$ cat src/rtl/mult_controller_if.sv
// mult_controller_if -- handshake and datapath-control bundle for the
// shift-and-add multiplier controller.
//   start       requester -> controller, multiply request
//   x_flag      datapath  -> controller, X register nonzero
//   x_odd_flag  datapath  -> controller, X register LSB
//   x_sel/y_sel controller -> datapath, mux selects (0 = operand, 1 = shifted)
//   x_ld/y_ld   controller -> datapath, register load enables
//   add_en      controller -> datapath, acc <= acc + Y
//   out_en      controller -> datapath, mult <= acc
//   dp_rst      controller -> datapath, synchronous active-low clear
//   busy/done/err controller -> requester, status
// master = controller side, slave = datapath/requester side.
interface mult_controller_if;
   logic start;
   logic x_flag;
   logic x_odd_flag;
   logic x_sel;
   logic y_sel;
   logic x_ld;
   logic y_ld;
   logic add_en;
   logic out_en;
   logic dp_rst;
   logic busy;
   logic done;
   logic err;

   modport master (
      input  start, x_flag, x_odd_flag,
      output x_sel, y_sel, x_ld, y_ld, add_en, out_en, dp_rst, busy, done, err
   );

   modport slave (
      output start, x_flag, x_odd_flag,
      input  x_sel, y_sel, x_ld, y_ld, add_en, out_en, dp_rst, busy, done, err
   );
endinterface

$ cat src/rtl/mult_controller.sv
// mult_controller -- Moore FSM sequencing a shift-and-add multiplier datapath.
// Ports:
//   clk  single clock, rising edge
//   rst  synchronous active-low reset
//   bus  mult_controller_if.master (start/flags in, datapath controls and
//        busy/done/err out)
// Parameter MAX_ITER bounds the number of SHIFT iterations; hitting it
// aborts the run through FAULT (done with err=1, mult left at 0).
module mult_controller #(
   parameter int MAX_ITER = 17
) (
   input logic               clk,
   input logic               rst,
   mult_controller_if.master bus
);

   localparam int CW = $clog2(MAX_ITER + 1);
   localparam logic [CW-1:0] LAST = CW'(MAX_ITER - 1);

   typedef enum logic [3:0] {
      IDLE, CLEAR, LOAD, TEST, ACC, SHIFT, OUT, DONE, FAULT
   } state_t;

   state_t        state, state_nxt;
   logic [CW-1:0] cnt;

   logic x_sel, y_sel, x_ld, y_ld, add_en, out_en, dp_rst_st;
   logic busy, done, err;

   // state register
   always_ff @(posedge clk) begin
      if (!rst) state <= IDLE;
      else      state <= state_nxt;
   end

   // iteration counter: cleared in LOAD, bumped once per SHIFT
   always_ff @(posedge clk) begin
      if (!rst)                cnt <= '0;
      else if (state == LOAD)  cnt <= '0;
      else if (state == SHIFT) cnt <= cnt + CW'(1);
   end

   // next-state logic
   always_comb begin
      state_nxt = state;
      case (state)
         IDLE:    if (bus.start) state_nxt = CLEAR;
         CLEAR:   state_nxt = LOAD;
         LOAD:    state_nxt = TEST;
         TEST: begin
            if (!bus.x_flag)        state_nxt = OUT;
            else if (bus.x_odd_flag) state_nxt = ACC;
            else                     state_nxt = SHIFT;
         end
         ACC:     state_nxt = SHIFT;
         // cnt still holds the pre-increment value here, so compare to LAST
         SHIFT:   state_nxt = (cnt == LAST) ? FAULT : TEST;
         OUT:     state_nxt = DONE;
         DONE:    state_nxt = IDLE;
         FAULT:   state_nxt = IDLE;
         default: state_nxt = IDLE;
      endcase
   end

   // output decode, state only
   always_comb begin
      x_sel     = 1'b0;
      y_sel     = 1'b0;
      x_ld      = 1'b0;
      y_ld      = 1'b0;
      add_en    = 1'b0;
      out_en    = 1'b0;
      dp_rst_st = 1'b1;
      done      = 1'b0;
      err       = 1'b0;
      busy      = (state != IDLE);
      case (state)
         CLEAR: dp_rst_st = 1'b0;
         LOAD: begin
            x_ld = 1'b1;
            y_ld = 1'b1;
         end
         ACC:   add_en = 1'b1;
         SHIFT: begin
            x_sel = 1'b1;
            y_sel = 1'b1;
            x_ld  = 1'b1;
            y_ld  = 1'b1;
         end
         OUT:   out_en = 1'b1;
         DONE:  done = 1'b1;
         FAULT: begin
            done = 1'b1;
            err  = 1'b1;
         end
         default: ;
      endcase
   end

   assign bus.x_sel  = x_sel;
   assign bus.y_sel  = y_sel;
   assign bus.x_ld   = x_ld;
   assign bus.y_ld   = y_ld;
   assign bus.add_en = add_en;
   assign bus.out_en = out_en;
   // rst passes straight through so the datapath clears on the same edge
   assign bus.dp_rst = rst & dp_rst_st;
   assign bus.busy   = busy;
   assign bus.done   = done;
   assign bus.err    = err;

endmodule
$ cat src/flat_wrapper.sv
// flat-port wrapper written by rule: the top's interface ports become plain ports
module mult_controller_flat 
#(
   parameter int MAX_ITER = 17
)
  (clk, rst, bus_start, bus_x_flag, bus_x_odd_flag, bus_x_sel, bus_y_sel, bus_x_ld, bus_y_ld, bus_add_en, bus_out_en, bus_dp_rst, bus_busy, bus_done, bus_err);
  mult_controller_if bus_i ();
  input logic clk;
  input logic rst;
  input wire logic [$bits(bus_i.start)-1:0] bus_start;
  input wire logic [$bits(bus_i.x_flag)-1:0] bus_x_flag;
  input wire logic [$bits(bus_i.x_odd_flag)-1:0] bus_x_odd_flag;
  output wire logic [$bits(bus_i.x_sel)-1:0] bus_x_sel;
  output wire logic [$bits(bus_i.y_sel)-1:0] bus_y_sel;
  output wire logic [$bits(bus_i.x_ld)-1:0] bus_x_ld;
  output wire logic [$bits(bus_i.y_ld)-1:0] bus_y_ld;
  output wire logic [$bits(bus_i.add_en)-1:0] bus_add_en;
  output wire logic [$bits(bus_i.out_en)-1:0] bus_out_en;
  output wire logic [$bits(bus_i.dp_rst)-1:0] bus_dp_rst;
  output wire logic [$bits(bus_i.busy)-1:0] bus_busy;
  output wire logic [$bits(bus_i.done)-1:0] bus_done;
  output wire logic [$bits(bus_i.err)-1:0] bus_err;
  assign bus_i.start = bus_start;
  assign bus_i.x_flag = bus_x_flag;
  assign bus_i.x_odd_flag = bus_x_odd_flag;
  assign bus_x_sel = bus_i.x_sel;
  assign bus_y_sel = bus_i.y_sel;
  assign bus_x_ld = bus_i.x_ld;
  assign bus_y_ld = bus_i.y_ld;
  assign bus_add_en = bus_i.add_en;
  assign bus_out_en = bus_i.out_en;
  assign bus_dp_rst = bus_i.dp_rst;
  assign bus_busy = bus_i.busy;
  assign bus_done = bus_i.done;
  assign bus_err = bus_i.err;
  mult_controller #(.MAX_ITER(MAX_ITER)) u_core (.clk(clk), .rst(rst), .bus(bus_i));
endmodule
$ cat config.mk
export PLATFORM = sky130hd
export DESIGN_NAME = mult_controller_flat
export DESIGN_NICKNAME = d
export VERILOG_FILES = /design/src/rtl/mult_controller_if.sv /design/src/rtl/mult_controller.sv /design/src/flat_wrapper.sv
export SDC_FILE = /design/constraint.sdc
export NUM_CORES = 1
export LEC_CHECK = 0
export BUFFER_PORTS_ARGS = -buffer_cell sky130_fd_sc_hd__buf_4
export CORE_AREA = 2 2 41 43
export CTS_CLUSTER_SIZE = 8
export DETAILED_ROUTE_END_ITERATION = 10
export DIE_AREA = 0 0 43 45
export GPL_TIMING_DRIVEN = 1
export PLACE_DENSITY = 0.7
export SYNTH_ARGS = -nofsm -noshare
export SYNTH_HDL_FRONTEND = slang
export SYNTH_SLANG_ARGS = --single-unit
$ cat constraint.sdc
create_clock -name clk -period 1.3 [get_ports clk]
set_input_delay 0.13 -clock clk [delete_from_list [all_inputs] [get_ports clk]]
set_output_delay 0.13 -clock clk [all_outputs]
set_load 0.01 [all_outputs]
# == Yosys cells after proc, flatten, opt, wreduce, memory -nomap -nowiden ==
# Index checks and enable logic that the tools add are counted.
# word_totals
register_bits,9
output_inout_bits,10
# classes
eq_ne,10
bitwise,2
mux,12
n_addsub,1
n_reduce_logical,5
# ops
cell,count
4-bit case mux with 7 select lines,1
4-bit by 3-bit equality test with 1-bit output (second input constant),4
4-bit 2-to-1 mux,3
4-bit by 2-bit equality test with 1-bit output (second input constant),2
1-bit 2-to-1 mux,8
2-bit OR reduction,3
5-bit by 1-bit adder with 5-bit output (second input constant),1
5-bit equality test (second input constant),1
4-bit by 1-bit equality test with 1-bit output (second input constant),1
4-bit equality test (second input constant),1
4-bit zero test,1
4-bit nonzero test,1
2-bit != test (second input constant),1
1-bit AND,1
1-bit NOT,1

# == Depth between registers and ports, before layout ==
# Gate-level depths: netlist (run 1).
# logic_depth
depth_word,3
depth_mapped,5
ltp_nobuf,5

# == Worst setup path before layout (run 1) ==
# No wires, ideal clock.
# synth_timing
path_kind,register to output
from,register u_core.state[0]
to,output bus_done
n_path_buf,1
setup_slack_ns,-0.125
arrival_ns,1.295
path_stages_with_launch,4
cell_sequence,dfxtp_1 > buf_6 > nor4b_1 > o21bai_1
# synth_via
elab_chain_len,3
word_cells_on_any_way,4
# synth_rtl
item,line,text
start: declaration,mult_controller.sv:24,"state_t state, state_nxt;"
start signal: assignment,mult_controller.sv:33,else state <= state_nxt;
4-bit by 3-bit equality test with 1-bit output or 4-bit equality test (tied branches),mult_controller.sv:77,case (state)
2-bit OR reduction (no source line) *,n/a,
1-bit 2-to-1 mux *,mult_controller.sv:77,
end: declaration,flat_wrapper.sv:21,output wire logic [$bits(bus_i.done)-1:0] bus_done;
# Every way passes the cells marked *; elsewhere a longest branch is shown, timed or not.

# == Worst setup path in the final report (run 1) ==
# layout_timing
from,register u_core.state[1]
to,output bus_done
# Same word-level chain as after synthesis.

==> results.json, run 1 <==
{
  "slew_viol_final": 0,
  "insertion_delay_ps": 270,
  "postRouteAntennaNets": 0,
  "dr.pass1.iters": 4,
  "syn_area_um2": 627,
  "yosys.area.top_type_share": 0.287,
  "worst_pin_slew_ps": 201,
  "rows": 14,
  "min_period_ps": 1420,
  "htreeDepth": 1,
  "clock-sinks": 9,
  "numCtsBuffers": 3,
  "critPathBufInv": 2,
  "top_level_ports": 15,
  "drv_cap": 0,
  "core_area_um2": 1470,
  "hold_ws_ps": 162,
  "path_class": "flop to output port",
  "die_area_um2": 1940,
  "n_antenna_cell": 0,
  "antenna_found_initial": 0,
  "cp-start-kind": "flop",
  "ys_warn_count": 0,
  "tns_ps": -528,
  "layout-drive-gt1-share": 0.637,
  "cp_slowest_stage_delay_ps": 370,
  "critPathTopFamily": "flip-flops",
  "cts-root-buf": "clkbuf_4",
  "synth-async-reset-ratio": 0,
  "synth-edff-count": 0,
  "path_clk_slew_ps": 70,
  "place_area_um2": 758,
  "drtIter0Drc": 7,
  "layout.cells.non_filler": 118,
  "vdd_drop_max_mv": 0.578,
  "status": "finished with violations",
  "final_area_um2": 990,
  "maxSlewHeadroom": 0.864,
  "wl_per_cell_um": 13.7,
  "cp.arrival_ps": 1290,
  "synth.area.top_cells": "dfxtp_1, nand2_1, buf_6",
  "die_h_um": 45,
  "violations": "negative setup slack",
  "holdBufCountCts": 0,
  "totalPowerFinal_w": 0.000761,
  "powerDensity_nw_per_um2": 769,
  "cts_tree": "done",
  "setup_ws_ps": -121,
  "syn-instance-count": 71,
  "setup_viol": 14,
  "grt_pass1_wl_um": 2430,
  "crit_slowest_cell": "dfxtp_4",
  "critical_path_peak_fanout": 6,
  "viasPerCell": 5.31,
  "yosysTopAreaCell": "dfxtp_1",
  "max-clock-path-buffers": 2,
  "grt_start_max_net_pins": 10,
  "synthToLayoutAreaGrowth_pct": 57.9,
  "finalHoldViolCount": 0,
  "placed_cells": 103,
  "overflow": 0,
  "place_hpwl_um": 1040,
  "p_leak_nw": 0.425,
  "via_count": 627,
  "rsz0062_at_grt": "yes",
  "finalWirelength_um": 1620,
  "fin_crit_sh": 1.09,
  "seq_area_frac_synth": 0.287,
  "max_freq_mhz": 704,
  "gp_congestion": 0.755,
  "synth.net_count": 78,
  "portBuffers": 14,
  "die_w_um": 43,
  "worstPathCellList": "buf_6, nor4b_4, o21bai_1, buf_4",
  "ys.flop_type": "dfxtp_1",
  "grt_usage": 0.173,
  "synth_cell_types": 30,
  "drc": 0,
  "layout.nets": 110,
  "first_global_vias": 566,
  "syn_area_per_cell_um2": 8.83,
  "endpoint_kind": "output port",
  "min_path_type": "input pin to flop",
  "ys_seq_elements": 9,
  "initial_core_util": 0.426,
  "worstPathRequired_ps": 1170,
  "skew_ps": 13.1
}
==> registers in the layout, summed over array words and instances, names as in the netlist <==
register      flops
u_core.state      4
u_core.cnt        5
==> through the flow <==
step,util,setup WS (ps)
6_report,0.673,-121
5_1_grt,0.673,-181
4_1_cts,0.608,-126
3_5_place_dp,0.515,-2.53
3_3_place_gp,0.515,19.8
2_1_floorplan,-,44.3
==> logic make-up (layout without fill, tap and decap cells) <==
| logic type | count (synthesis) | after routing | synth area share |
|---|---|---|---|
| compound gates | 12 | 12 | 0.126 |
| simple gates | 33 | 33 | 0.363 |
| buf+inv | 12 | 43 | 0.136 |
| flops | 9 | 9 | 0.287 |
| mux | 3 | 3 | 0.0479 |
| fa+ha+maj | 2 | 2 | 0.0399 |
==> tightest hold or removal path, cell delays in order <==
cell	delay, ps
buf_4	130
nand2_4	90
a21oi_2	40
==> report_power, final <==
| group | total [W] | internal, W | switching, W |
|---|---|---|---|
| Clock | 0.000223 | 0.000118 | 0.000104 |
| Combinational | 0.000243 | 0.000135 | 0.000108 |
| Sequential | 0.000295 | 0.000282 | 0.0000129 |
==> cell type report <==
cell class | instances | area (um^2)
inverter | 6 | 27.5
multi-input combinational | 50 | 435
tap | 16 | 20.0
sequential | 9 | 195
timing repair buffer | 33 | 285
fill | 120 | 482
clock buffer | 4 | 26.3
==> final timing paths <==
path / depth (start not counted) / slack (ps) / end / from
max: 4 / -120 / bus_done / u_core.state[1]$_SDFFE_PN0P_
min: 3 / 160 / u_core.cnt[2]$_SDFFE_PP0P_ / rst
max reg2reg: 4 / -30 / u_core.cnt[4]$_SDFFE_PP0P_ / u_core.state[0]$_SDFFE_PN0P_
min reg2reg: 2 / 510 / u_core.cnt[4]$_SDFFE_PP0P_ / u_core.cnt[4]$_SDFFE_PP0P_
==> routing by layer <==
metal | vias to the layer above | routed length, um | GRT usage
li1 | 314 | - | -
met1 | 301 | 735 | 0.197
met2 | 9 | 814 | 0.306
met3 | 3 | 57 | 0.0720
met4 | 0 | 11 | 0.0364
met5 | - | 0 | 0
==> timing repair <==
item	4_1_cts	5_1_grt
buffers inserted	6	5
pin swaps	6	5
setup endpoints to repair	11	18
gates resized for setup	21	17
==> cells in the final DEF, fill, tap and decap left out, types with 4 or more instances in the layout <==
master and n:
dfxtp_4 4, nand2_1 5, inv_1 4, buf_6 10, buf_4 23, dfxtp_1 5
==> Yosys cell counts, drive strengths merged, types with 3 or more instances <==
library cell / number
inv: 6
nor3: 4
nand2: 9
mux2i: 3
a21oi: 5
nor2: 3
buf: 5
dfxtp: 9
No activity file was read; power rests on OpenSTA's default activity.
==> run 2: changes to the inputs <==
--- a/config.mk
+++ b/config.mk
@@ -5,13 +5,14 @@
 export SDC_FILE = /design/constraint.sdc
 export NUM_CORES = 1
 export LEC_CHECK = 0
+export ABC_CLOCK_PERIOD_IN_PS = 1300
 export BUFFER_PORTS_ARGS = -buffer_cell sky130_fd_sc_hd__buf_4
 export CORE_AREA = 2 2 41 43
 export CTS_CLUSTER_SIZE = 8
 export DETAILED_ROUTE_END_ITERATION = 10
 export DIE_AREA = 0 0 43 45
 export GPL_TIMING_DRIVEN = 1
-export PLACE_DENSITY = 0.7
+export PLACE_DENSITY = 0.68
 export SYNTH_ARGS = -nofsm -noshare
 export SYNTH_HDL_FRONTEND = slang
 export SYNTH_SLANG_ARGS = --single-unit
==> results.json, run 2 (synthesized netlist as in run 1, its figures left out) <==
{
  "worstPathCellList": "buf_6, nor4b_4, o21bai_1, buf_4",
  "max-clock-path-buffers": 2,
  "core_area_um2": 1470,
  "cts-root-buf": "clkbuf_4",
  "cp_slowest_stage_delay_ps": 370,
  "fin_crit_sh": 1.10,
  "grt_pass1_wl_um": 2500,
  "crit_slowest_cell": "dfxtp_4",
  "min_period_ps": 1430,
  "r2r_start": "u_core.state[0]$_SDFFE_PN0P_",
  "cp-start-kind": "flop",
  "powerDensity_nw_per_um2": 756,
  "drc": 0,
  "vdd_drop_max_mv": 0.811,
  "p_int_w": 0.000551,
  "rows": 14,
  "most-common-layout-cells": "buf_4, nand2_1, buf_6",
  "gp_congestion": 0.766,
  "critPathLaunch": "u_core.state[1]$_SDFFE_PN0P_",
  "first_global_vias": 592,
  "grtUsageMet2": 0.297,
  "grt_start_max_net_pins": 9,
  "n_antenna_cell": 0,
  "final.fill_count": 115,
  "finalWirelength_um": 1610,
  "skew_ps": 0.659,
  "insertion_delay_ps": 250,
  "clock-sinks": 9,
  "wl_per_cell_um": 13.2,
  "worst_pin_slew_ps": 243,
  "rsz0062_at_grt": "yes",
  "max_freq_mhz": 702,
  "die_area_um2": 1940,
  "maxSlewHeadroom": 0.836,
  "post-route-util": 0.690,
  "cp.arrival_ps": 1300,
  "viasPerCell": 5.30,
  "portBuffers": 14,
  "postRouteAntennaNets": 0,
  "layout-drive-gt1-share": 0.642,
  "power.share.clock": 0.271,
  "layout.nets": 114,
  "p_leak_nw": 0.439,
  "min_from": "rst",
  "numCtsBuffers": 3,
  "setup_ws_ps": -125,
  "p_seq_frac": 0.390,
  "die_w_um": 43,
  "met3_usage": 0.0640,
  "die_h_um": 45,
  "met1_usage": 0.208,
  "grt_usage": 0.175,
  "top_level_ports": 15,
  "violations": "negative setup slack",
  "synthToLayoutAreaGrowth_pct": 61.9,
  "setup_viol": 15,
  "via_count": 646,
  "finalHoldViolCount": 0,
  "cts_tree": "done",
  "min_path_type": "input pin to flop",
  "dr.pass1.iters": 2,
  "p_comb_frac": 0.339,
  "overflow": 0,
  "busiest_layer": "met2",
  "antenna_found_initial": 0,
  "worstPathRequired_ps": 1170,
  "path_clk_slew_ps": 60,
  "path_class": "flop to output port",
  "drv_cap": 0,
  "endpoint_kind": "output port",
  "p_sw_w": 0.000216,
  "switching_share": 0.282,
  "tns_ps": -809,
  "slew_viol_final": 0,
  "initial_core_util": 0.426,
  "reg_top3": "u_core.cnt x5, u_core.state x4",
  "htreeDepth": 1,
  "largest_reg_flops": 5,
  "regMostFlops": "u_core.cnt",
  "layout_commonest_cell": "buf_4",
  "drtIter0Drc": 3,
  "critical_path_peak_fanout": 6,
  "place_hpwl_um": 957,
  "rrSetupSlack_ps": -80,
  "status": "finished with violations"
}
-- run 2: changes by cell type in the layout (fill, tap and decap cells not counted), sizes merged --
cell / previous run / this run
buf: 33 / 37
-- run 2: power by group through the flow --
stage	clock, W	combinational (W)	sequential, W
2_1_floorplan	0	0.000115	0.000301
3_3_place_gp	0	0.000165	0.000308
3_5_place_dp	0	0.000166	0.000309
4_1_cts	0.000215	0.000225	0.000299
5_1_grt	0.000231	0.000274	0.000300
6_report	0.000208	0.000260	0.000299
-- run 2: area by class of cell --
| cell class | instances | area (um^2) | area share |
|---|---|---|---|
| multi-input combinational | 50 | 433 | 0.427 |
| tap | 16 | 20.0 | 0.0197 |
| sequential | 9 | 193 | 0.190 |
| timing repair buffer | 37 | 320 | 0.316 |
| clock buffer | 4 | 26.3 | 0.0259 |
| inverter | 6 | 22.5 | 0.0222 |
-- run 2: what timing repair did --
action,in CTS,in global routing
pin swaps,4,6
hold buffers,0,0
buffers inserted,9,5
endpoints found under the setup margin,16,16
resized for setup,21,11
-- run 2: path summary, 6_finish.rpt --
kind                                                     end  cells past startpoint
worst min-delay path              u_core.cnt[2]$_SDFFE_PP0P_                      3
worst min register to register    u_core.cnt[4]$_SDFFE_PP0P_                      2
worst max-delay path                                bus_done                      4
worst max register to register  u_core.state[0]$_SDFFE_PN0P_                      5
-- run 2: critical path, delay by kind of cell, from the launching register on --
kind                   cells  cell delay, ps
flip-flops                 1             370
AO/OA/AOI/OAI              1             140
AND/OR/NAND/NOR            1             270
buffers and inverters      2             260
-- run 2: metrics by stage --
step | power (W) | cell area, um^2 | hold WS [ps] | worst slack [ps] | instances
after global placement | 0.000473 | 781 | 434 | 1.70 | 106
after floorplan | 0.000416 | 636 | 292 | 44.3 | 71
after detailed placement | 0.000475 | 781 | 445 | -29.9 | 106
after global routing | 0.000806 | 1010 | 169 | -223 | 122
final | 0.000767 | 1010 | 176 | -125 | 122
after CTS | 0.000739 | 947 | 169 | -122 | 118
-- run 2: routing by layer --
metal	vias to the layer above	part of all wire
met5	-	0
met4	0	0.0062
met3	2	0.038
met2	9	0.53
met1	313	0.43
li1	322	-
